## src/rtl/vga_pkg.sv

```systemverilog
// Shared types and helpers for the video-mode controller: timing record,
// power-on mode, total-length helpers and controller states.
package vga_pkg;

    localparam int H_W = 11;
    localparam int V_W = 10;

    typedef struct packed {
        logic [H_W-1:0] h_visible;
        logic [H_W-1:0] h_fp;
        logic [H_W-1:0] h_sync;
        logic [H_W-1:0] h_bp;
        logic           h_pol;
        logic [V_W-1:0] v_visible;
        logic [V_W-1:0] v_fp;
        logic [V_W-1:0] v_sync;
        logic [V_W-1:0] v_bp;
        logic           v_pol;
        logic [3:0]     id;
    } timing_t;

    // 1440x900, positive sync polarities.
    localparam timing_t DEFAULT_MODE = '{
        h_visible: 11'd1440, h_fp: 11'd80, h_sync: 11'd152, h_bp: 11'd232, h_pol: 1'b1,
        v_visible: 10'd900,  v_fp: 10'd1,  v_sync: 10'd3,   v_bp: 10'd28,  v_pol: 1'b1,
        id: 4'd0
    };

    // Widened by two bits so four maximal fields cannot wrap.
    function automatic logic [H_W+1:0] h_total(input timing_t t);
        return {2'b00, t.h_visible} + {2'b00, t.h_fp} + {2'b00, t.h_sync} + {2'b00, t.h_bp};
    endfunction

    function automatic logic [V_W+1:0] v_total(input timing_t t);
        return {2'b00, t.v_visible} + {2'b00, t.v_fp} + {2'b00, t.v_sync} + {2'b00, t.v_bp};
    endfunction

    typedef enum logic [1:0] {RUN, WAIT_FRAME, HOLD} state_t;

endpackage

```

## src/rtl/vga_mode_check.sv

```systemverilog
// Combinational sanity check of a requested timing: non-empty visible/sync
// regions and totals that fit the generator counters.
module vga_mode_check
    import vga_pkg::*;
(
    input  timing_t cfg,
    output logic    ok,
    output logic    err
);

    logic cfg_unused;

    always_comb begin
        ok = (cfg.h_visible != '0) && (cfg.v_visible != '0) &&
             (cfg.h_sync != '0) && (cfg.v_sync != '0) &&
             (h_total(cfg) <= 13'd2048) && (v_total(cfg) <= 12'd1024);
        err = !ok;
    end

    assign cfg_unused = ^{cfg.h_pol, cfg.v_pol, cfg.id};

endmodule

```

## src/rtl/vga_mode_ctrl.sv

```systemverilog
// Frame-synchronous video-mode switcher in front of a timing generator.
// Optional VGA_MODE_SETTLE_EN keeps output muted for SETTLE_FRAMES frames after a switch.
module vga_mode_ctrl
    import vga_pkg::*;
#(
    parameter int HOLD_CYCLES   = 4,
    parameter int WAIT_TIMEOUT  = 2200000,
    parameter int SETTLE_FRAMES = 2
) (
    input  logic           clk,
    input  logic           rst,
    input  logic           cfg_valid,
    output logic           cfg_ready,
    input  timing_t        cfg,
    input  logic [H_W-1:0] h_cnt,
    input  logic [V_W-1:0] v_cnt,
    output timing_t        cur,
    output logic           timing_rst,
    output logic           mute,
    output logic           mode_done,
    output logic           cfg_err,
    output logic           cfg_timeout
);

    localparam int TMO_W  = $clog2(WAIT_TIMEOUT + 1);
    localparam int HOLD_W = $clog2(HOLD_CYCLES + 1);

    state_t            state_reg, state_next;
    timing_t           cur_reg, cur_next, pending_reg, pending_next;
    logic [TMO_W-1:0]  tmo_reg, tmo_next;
    logic [HOLD_W-1:0] hold_reg, hold_next;
    logic ready_reg, ready_next, trst_reg, trst_next, mute_reg, mute_next;
    logic done_reg, done_next, err_reg, err_next, tmo_pulse_reg, tmo_pulse_next;
    logic cfg_ok, cfg_bad, frame_end;
`ifdef VGA_MODE_SETTLE_EN
    localparam int SET_W = $clog2(SETTLE_FRAMES + 1);
    logic             settle_reg, settle_next;
    logic [SET_W-1:0] set_cnt_reg, set_cnt_next;
`else
    if (SETTLE_FRAMES < 0) begin : g_settle_unused
    end
`endif

    vga_mode_check u_check (
        .cfg (cfg),
        .ok  (cfg_ok),
        .err (cfg_bad)
    );

    assign frame_end = ({2'b00, h_cnt} == h_total(cur_reg) - 13'd1) &&
                       ({2'b00, v_cnt} == v_total(cur_reg) - 12'd1);

    always_comb begin
        state_next     = state_reg;
        cur_next       = cur_reg;
        pending_next   = pending_reg;
        tmo_next       = tmo_reg;
        hold_next      = hold_reg;
        ready_next     = ready_reg;
        trst_next      = trst_reg;
        mute_next      = mute_reg;
        done_next      = 1'b0;
        err_next       = 1'b0;
        tmo_pulse_next = 1'b0;
`ifdef VGA_MODE_SETTLE_EN
        settle_next  = settle_reg;
        set_cnt_next = set_cnt_reg;
`endif
        case (state_reg)
            RUN: begin
`ifdef VGA_MODE_SETTLE_EN
                if (settle_reg && frame_end) begin
                    if (set_cnt_reg == SET_W'(SETTLE_FRAMES - 1)) begin
                        settle_next = 1'b0;
                        mute_next   = 1'b0;
                        done_next   = 1'b1;
                        ready_next  = 1'b1;
                    end else begin
                        set_cnt_next = set_cnt_reg + 1'b1;
                    end
                end
`endif
                if (cfg_valid && ready_reg) begin
                    if (cfg_ok) begin
                        pending_next = cfg;
                        state_next   = WAIT_FRAME;
                        ready_next   = 1'b0;
                        tmo_next     = '0;
                    end else if (cfg_bad) begin
                        err_next = 1'b1;
                    end
                end
            end
            WAIT_FRAME: begin
                tmo_next = tmo_reg + 1'b1;
                if (frame_end || tmo_reg == TMO_W'(WAIT_TIMEOUT - 1)) begin
                    tmo_pulse_next = !frame_end;
                    state_next     = HOLD;
                    cur_next       = pending_reg;
                    trst_next      = 1'b1;
                    mute_next      = 1'b1;
                    hold_next      = '0;
                end
            end
            HOLD: begin
                hold_next = hold_reg + 1'b1;
                if (hold_reg == HOLD_W'(HOLD_CYCLES - 1)) begin
                    state_next = RUN;
                    trst_next  = 1'b0;
`ifdef VGA_MODE_SETTLE_EN
                    if (SETTLE_FRAMES > 0) begin
                        settle_next  = 1'b1;
                        set_cnt_next = '0;
                    end else begin
                        mute_next  = 1'b0;
                        done_next  = 1'b1;
                        ready_next = 1'b1;
                    end
`else
                    mute_next  = 1'b0;
                    done_next  = 1'b1;
                    ready_next = 1'b1;
`endif
                end
            end
            default: state_next = RUN;
        endcase
    end

    always_ff @(posedge clk) begin
        if (rst) begin
            state_reg     <= RUN;
            cur_reg       <= DEFAULT_MODE;
            pending_reg   <= DEFAULT_MODE;
            tmo_reg       <= '0;
            hold_reg      <= '0;
            ready_reg     <= 1'b1;
            trst_reg      <= 1'b0;
            mute_reg      <= 1'b0;
            done_reg      <= 1'b0;
            err_reg       <= 1'b0;
            tmo_pulse_reg <= 1'b0;
`ifdef VGA_MODE_SETTLE_EN
            settle_reg  <= 1'b0;
            set_cnt_reg <= '0;
`endif
        end else begin
            state_reg     <= state_next;
            cur_reg       <= cur_next;
            pending_reg   <= pending_next;
            tmo_reg       <= tmo_next;
            hold_reg      <= hold_next;
            ready_reg     <= ready_next;
            trst_reg      <= trst_next;
            mute_reg      <= mute_next;
            done_reg      <= done_next;
            err_reg       <= err_next;
            tmo_pulse_reg <= tmo_pulse_next;
`ifdef VGA_MODE_SETTLE_EN
            settle_reg  <= settle_next;
            set_cnt_reg <= set_cnt_next;
`endif
        end
    end

    assign cfg_ready   = ready_reg;
    assign cur         = cur_reg;
    assign timing_rst  = trst_reg;
    assign mute        = mute_reg;
    assign mode_done   = done_reg;
    assign cfg_err     = err_reg;
    assign cfg_timeout = tmo_pulse_reg;

endmodule

```

## config.mk

```make
export PLATFORM = sky130hd
export DESIGN_NAME = vga_mode_ctrl
export DESIGN_NICKNAME = d
export VERILOG_FILES = /design/src/rtl/vga_pkg.sv /design/src/rtl/vga_mode_check.sv /design/src/rtl/vga_mode_ctrl.sv
export SDC_FILE = /design/constraint.sdc
export NUM_CORES = 1
export LEC_CHECK = 0
export ABC_AREA = 0
export CAP_MARGIN = 10
export CORE_MARGIN = 10
export CORE_UTILIZATION = 42
export CTS_CLUSTER_DIAMETER = 200
export DETAILED_ROUTE_END_ITERATION = 16
export DONT_BUFFER_PORTS = 1
export GPL_ROUTABILITY_DRIVEN = 0
export PLACE_DENSITY_LB_ADDON = 0.2
export REMOVE_ABC_BUFFERS = 1
export SLEW_MARGIN = 20
export SYNTH_ARGS = -nofsm -noshare
export SYNTH_HDL_FRONTEND = slang
export SYNTH_SLANG_ARGS = --single-unit
```

## constraint.sdc

```tcl
create_clock -name clk -period 15.6 [get_ports clk]
set_clock_uncertainty 0.2 [all_clocks]
set_input_delay 3.9 -clock clk [delete_from_list [all_inputs] [get_ports clk]]
set_output_delay 3.9 -clock clk [all_outputs]
set_load 0.01 [all_outputs]
```

### Yosys cells after proc, flatten, opt, wreduce, memory -nomap -nowiden

Cells that the tools add are included.

| word-level totals | value |
|---|---|
| register bits | 212 |
| input port bits | 114 |
| output and inout port bits | 96 |
| word-level logic and storage cells | 109 |

| cells by class | value |
|---|---|
| $add $sub $neg | 16 |
| magnitude comparators | 2 |
| equal/unequal tests | 10 |
| muxes and demuxes | 19 |
| bitwise operators | 5 |
| reduce and logical (&&, ||, !) cells | 27 |

Operators with widths:

| kind | number |
|---|---|
| two-way mux 22 bit | 2 |
| case mux 22 bit (2 select lines) | 1 |
| adder 13 x 11 -> 13 bit | 3 |
| adder 12 x 10 -> 12 bit | 3 |
| adder 11 x 11 -> 12 bit | 2 |
| adder 10 x 10 -> 11 bit | 2 |
| adder 22 x 1 -> 22 bit (second input constant) | 1 |
| == test 22 bit (second input constant) | 1 |
| nonzero test 11 bit | 2 |
| nonzero test 10 bit | 2 |
| adder 12 x 11 -> 13 bit | 1 |
| == test 11 x 13 -> 1 bit | 1 |
| <= comparator 13 x 12 -> 1 bit (second input constant) | 1 |
| subtractor 13 x 1 -> 13 bit (second input constant) | 1 |
| adder 11 x 10 -> 12 bit | 1 |
| == test 10 x 12 -> 1 bit | 1 |
| <= comparator 12 x 11 -> 1 bit (second input constant) | 1 |
| subtractor 12 x 1 -> 12 bit (second input constant) | 1 |
| AND reduction 3 bit | 3 |
| two-way mux 2 bit | 4 |
| inequality test 2 bit (second input constant) | 4 |
| AND reduction 4 bit | 2 |
| logical AND 1 bit | 7 |
| two-way mux 1 bit | 7 |
| other kinds (16) | 25 |

### Logic depth before layout (Yosys ltp)

| depth | value |
|---|---|
| word-level depth | 9 |
| gate-level depth with buffers | 24 |

### Hierarchy

A second synthesis with hierarchy kept.

| unflattened totals | value |
|---|---|
| cell total of the unflattened synthesis | 1554 |
| area total of the unflattened synthesis | 13377.8 µm² |

Modules (own cells, without submodules):

| module | times used | cells an instance | area an instance (µm²) | sequential area each (µm²) |
|---|---|---|---|---|
| vga_mode_ctrl | 1 | 1285 | 11133.2 | 4244.1 |
| vga_mode_check | 1 | 269 | 2244.7 | 0.0 |

### Least setup slack after synthesis

OpenSTA, ideal clock, no wires.

| timing path | value |
|---|---|
| path type | input to register |
| start | in cfg[68] (netlist name) |
| end | reg pending_reg[14] (netlist name) |
| setup time | 70 ps |
| arrival time | 8300 ps |
| data required time | 15330 ps |
| setup slack | 7030 ps |
| stages on the path | 24 |
| path buffers | 2 |
| cells stage by stage | ha_1 -> inv_1 -> fa_1 -> nor2b_1 -> o21ai_0 -> a21oi_1 -> o21ai_0 -> a21boi_0 -> o21ai_0 -> nor4b_1 -> a311oi_1 -> fa_1 -> inv_1 -> ha_1 -> nor2b_1 -> a2bb2oi_1 -> nor4b_1 -> o2111ai_1 -> o311ai_1 -> o2111a_1 -> buf_2 -> buf_1 -> nand3_1 -> a21oi_1 |

| between the ends | value |
|---|---|
| longest elaborated chain between the ends | 7 |

Ends and longest elaborated chain:

| item | line | text |
|---|---|---|
| start: declaration | vga_mode_ctrl.sv:14 | `input timing_t cfg,` |
| adder 11 x 11 -> 12 bit | vga_pkg.sv:31 | `return {2'b00, t.h_visible} + {2'b00, t.h_fp} + {2'b00, t.h_sync} + {2'b00, t.h_bp};` |
| adder 13 x 11 -> 13 bit (2 in a row) | vga_pkg.sv:31 |  |
| <= comparator 13 x 12 -> 1 bit | vga_mode_check.sv:16 | `(h_total(cfg) <= 13'd2048) && (v_total(cfg) <= 12'd1024);` |
| logical AND 1 bit | vga_mode_check.sv:15 | `(cfg.h_sync != '0) && (cfg.v_sync != '0) &&` |
| logical AND 1 bit | vga_mode_check.sv:16 |  |
| AND reduction 3 bit (no source line) | -- |  |
| end signal: assignment | vga_mode_ctrl.sv:150 | `pending_reg <= pending_next;` |
| end: declaration | vga_mode_ctrl.sv:29 | `timing_t cur_reg, cur_next, pending_reg, pending_next;` |

No other way between the ends.
A chain may end at the register's enable or synchronous reset.

### Final worst setup path

| timing path | value |
|---|---|
| start | in cfg[68] (netlist name) |
| end | reg pending_reg[35] (netlist name) |

Same word-level chain as after synthesis.

==> metrics <==
status=finished, final reports clean; cts repair resizes=0; Netlist cell types=75; CTS max path bufs=3; IO Pins=210; nets=1927; period utilization=0.642; PnR worst setup slack=5.59 ns; Yosys warnings=0; placed cell count=2081; Place WS=5.11 ns; top_reg_cell synth=dfxtp_1; endpoints failing hold=0; Slew @ Worst Pin=1.02 ns; reg2reg start=cur[58]$_SDFFE_PP0N_; hold_ws=0.259 ns; crit path launch=cfg[68]; core area=34400 sq um; Hold Crit Class=reg2reg; final instance area=15700 sq um; RSZ-0062 raised after global routing=false; Synth Instances=1698; post-layout total power=1.74 mW; Vias/cell=5.47; Worst Setup EP=pending_reg[35]$_SDFFE_PP0P_; top post-synthesis cells by area=dfxtp_1 (29%), fa_1 (8.9%), mux2i_1 (8.2%); Buf/Inv on CP=3; CP max FO=45; largest net degree at the start of global routing=304; flops & latches, synth=212; # H-tree levels=1; post-place instance area=14800 sq um; DR iter-0 viols=848; # fillers=3419; WP data required=15.88 ns; r2r worst-path depth=17; Post-synth ARST share=0; WP data arrival=10.29 ns; Seq/Total Area, Yosys=0.291; FF-to-FF End=cur[12]$_SDFFE_PP0N_; initial antenna violation count=0; port buffer count=0; most common cell after layout, fill and taps aside=inv_1; clk_lat worst skew=0.57 ns; PwrDens=111 nW/um^2; number of synthesized flops with an enable pin=0; via count=11600; CP Class=in2reg; drt first pass iters=5; number of global-route vias before repair=11300; Leakage Power=5.96 nW; instance count on the critical path=23; Die H=206 um; Max Cap Viol=0; Avg Inst Size Synth=8.58 sq um; fin. max-slew vios=0; Max rail drop VDD=88.3 uV; DRC Markers=0; layout cells sized above 1=0.0424; ANT nets after route=0; dpl hpwl=31.5 mm; r2r setup slk=9.29 ns; setup tns final=0 ns; post-route minimum period=10.01 ns; first-pass GRT wire length=65.9 mm; num rows=68; CTS tree=built; Die Wd=206 um; total wire length=42.9 mm; Synth top area share=0.291; Max Fclk=99.9 MHz; WL/cell=20.2 um; Final Setup Violations=0; Mapped Area=14600 sq um; CP peak stage delay=0.75 ns; Area Growth Syn to Fin=7.69%; most numerous cell on the critical path=o21ai_0; Max-slew headroom=0.317; critical path's top delay family=compound AO/OA/AOI/OAI gates; leading area contributor after synthesis=dfxtp_1; CP max-delay cell=o2111a_2; die area=42500 sq um; Final Util=0.456; Reg clk slew, reported paths=0.06 ns; Finished Layout Cells=2129; Worst Setup End Kind=flip-flop; startpoint class of the critical path=input pin; n_diodes=0; Inserted Clock Buffers=27; CTS hold repair buffers=0; Initial Utilization=0.424; clock sink count=212; CTS root buf=clkbuf_16; Cell Chain, Critical Path=ha_1 > inv_1 > fa_1 > nor2b_1 > o21ai_0 > a21oi_1 > o21ai_0 > a21boi_0 > o21ai_0 > nor4b_1 > a311oi_1 > fa_1 > inv_1 > ha_1 > nor2b_1 > a2bb2oi_1 > nor4b_1 > o2111ai_1 > o311ai_1 > o2111a_2 > buf_4 > nand3_1 > a21oi_1; post-CTS setup buffers=0; most frequent cells in the layout=inv_1 (220), dfxtp_1 (212), nand2b_1 (143), mux2i_1 (120), nor2_1 (114); Total GRT Usage=0.195; grt ovf=0
-- power by group --
part,switching [mW],leakage (nW),internal [mW]
clock,0.254,0.450,0.384
sequential,0.0167,1.71,0.574
combinational,0.340,3.80,0.171
total,0.611,5.96,1.13
-- routing by layer --
| layer | wire (um) | global-route usage | vias to the layer above |
|---|---|---|---|
| met5 | 0 | 0 | - |
| met4 | 892 | 0.0469 | 0 |
| met3 | 3070 | 0.0467 | 45 |
| met2 | 20300 | 0.326 | 276 |
| met1 | 18600 | 0.249 | 5615 |
| li1 | - | - | 5704 |
-- cells in the mapped netlist (4+ instances only) --
| cell type | instances |
|---|---|
| o311ai_0 | 4 |
| a31oi_1 | 9 |
| nor3b_1 | 4 |
| a2111oi_0 | 4 |
| nor2_1 | 114 |
| nand3_1 | 83 |
| or4_1 | 5 |
| nand2_1 | 31 |
| nor3_1 | 34 |
| o2111ai_1 | 6 |
| nor4b_1 | 5 |
| o21bai_1 | 9 |
| o21ai_1 | 16 |
| dfxtp_1 | 212 |
| and2_1 | 4 |
| fa_1 | 65 |
| and3_1 | 4 |
| or3_1 | 8 |
| o211ai_1 | 8 |
| a21oi_1 | 105 |
| xnor2_1 | 33 |
| buf_12 | 9 |
| inv_1 | 220 |
| xor2_1 | 23 |
| ha_1 | 93 |
| o21a_1 | 8 |
| a211oi_1 | 8 |
| a21boi_0 | 6 |
| a21o_1 | 14 |
| nand4_1 | 16 |
| nand3b_1 | 8 |
| mux2i_1 | 120 |
| nor4_1 | 20 |
| nor2b_1 | 13 |
| o21ai_0 | 102 |
| nand2b_1 | 143 |
| clkbuf_1 | 58 |
| buf_2 | 11 |
-- cell families after synthesis --
family / after synthesis / share of synthesized area
buf+inv: 302 / 0.0894
mux: 122 / 0.0848
flops: 212 / 0.291
compound gates: 336 / 0.140
xor+xnor: 56 / 0.0337
fa+ha+maj: 158 / 0.169
simple gates: 512 / 0.191
-- worst reg2reg max path: cells and delay by family, from the launching register on --
family          cells  cell delay, ns
compound gates      2            0.71
xor+xnor            1            0.40
fa+ha+maj           4            1.61
buf+inv             5            1.04
flops               1            0.43
mux                 1            0.36
simple gates        4            1.48
-- layout make-up --
type                       instances  area [sq um]  share of cell area
multi-input combinational       1184          9060               0.578
sequential                       212          4240               0.271
inverter                         220           826              0.0527
clock buffer                      38           787              0.0502
tap                              455           569              0.0363
clock inverter                    10           121             0.00774
timing repair buffer              10          78.8             0.00503
-- worst min-delay path by stage --
| stage | from | endpoint | cells past startpoint |
|---|---|---|---|
| finish | pending_reg[88]$_SDFFE_PP0P_ | cur[88]$_SDFFE_PP0N_ | 2 |
| global route | pending_reg[48]$_SDFFE_PP0P_ | cur[48]$_SDFFE_PP0N_ | 2 |
| CTS | pending_reg[48]$_SDFFE_PP0P_ | cur[48]$_SDFFE_PP0N_ | 2 |
| detailed placement | pending_reg[48]$_SDFFE_PP0P_ | pending_reg[48]$_SDFFE_PP0P_ | 2 |
| global placement | pending_reg[66]$_SDFFE_PP0P_ | cur[66]$_SDFFE_PP0N_ | 2 |
| floorplan | pending_reg[0]$_SDFFE_PP0P_ | pending_reg[0]$_SDFFE_PP0P_ | 2 |
Note: power is estimated with default switching activity, not from simulation.
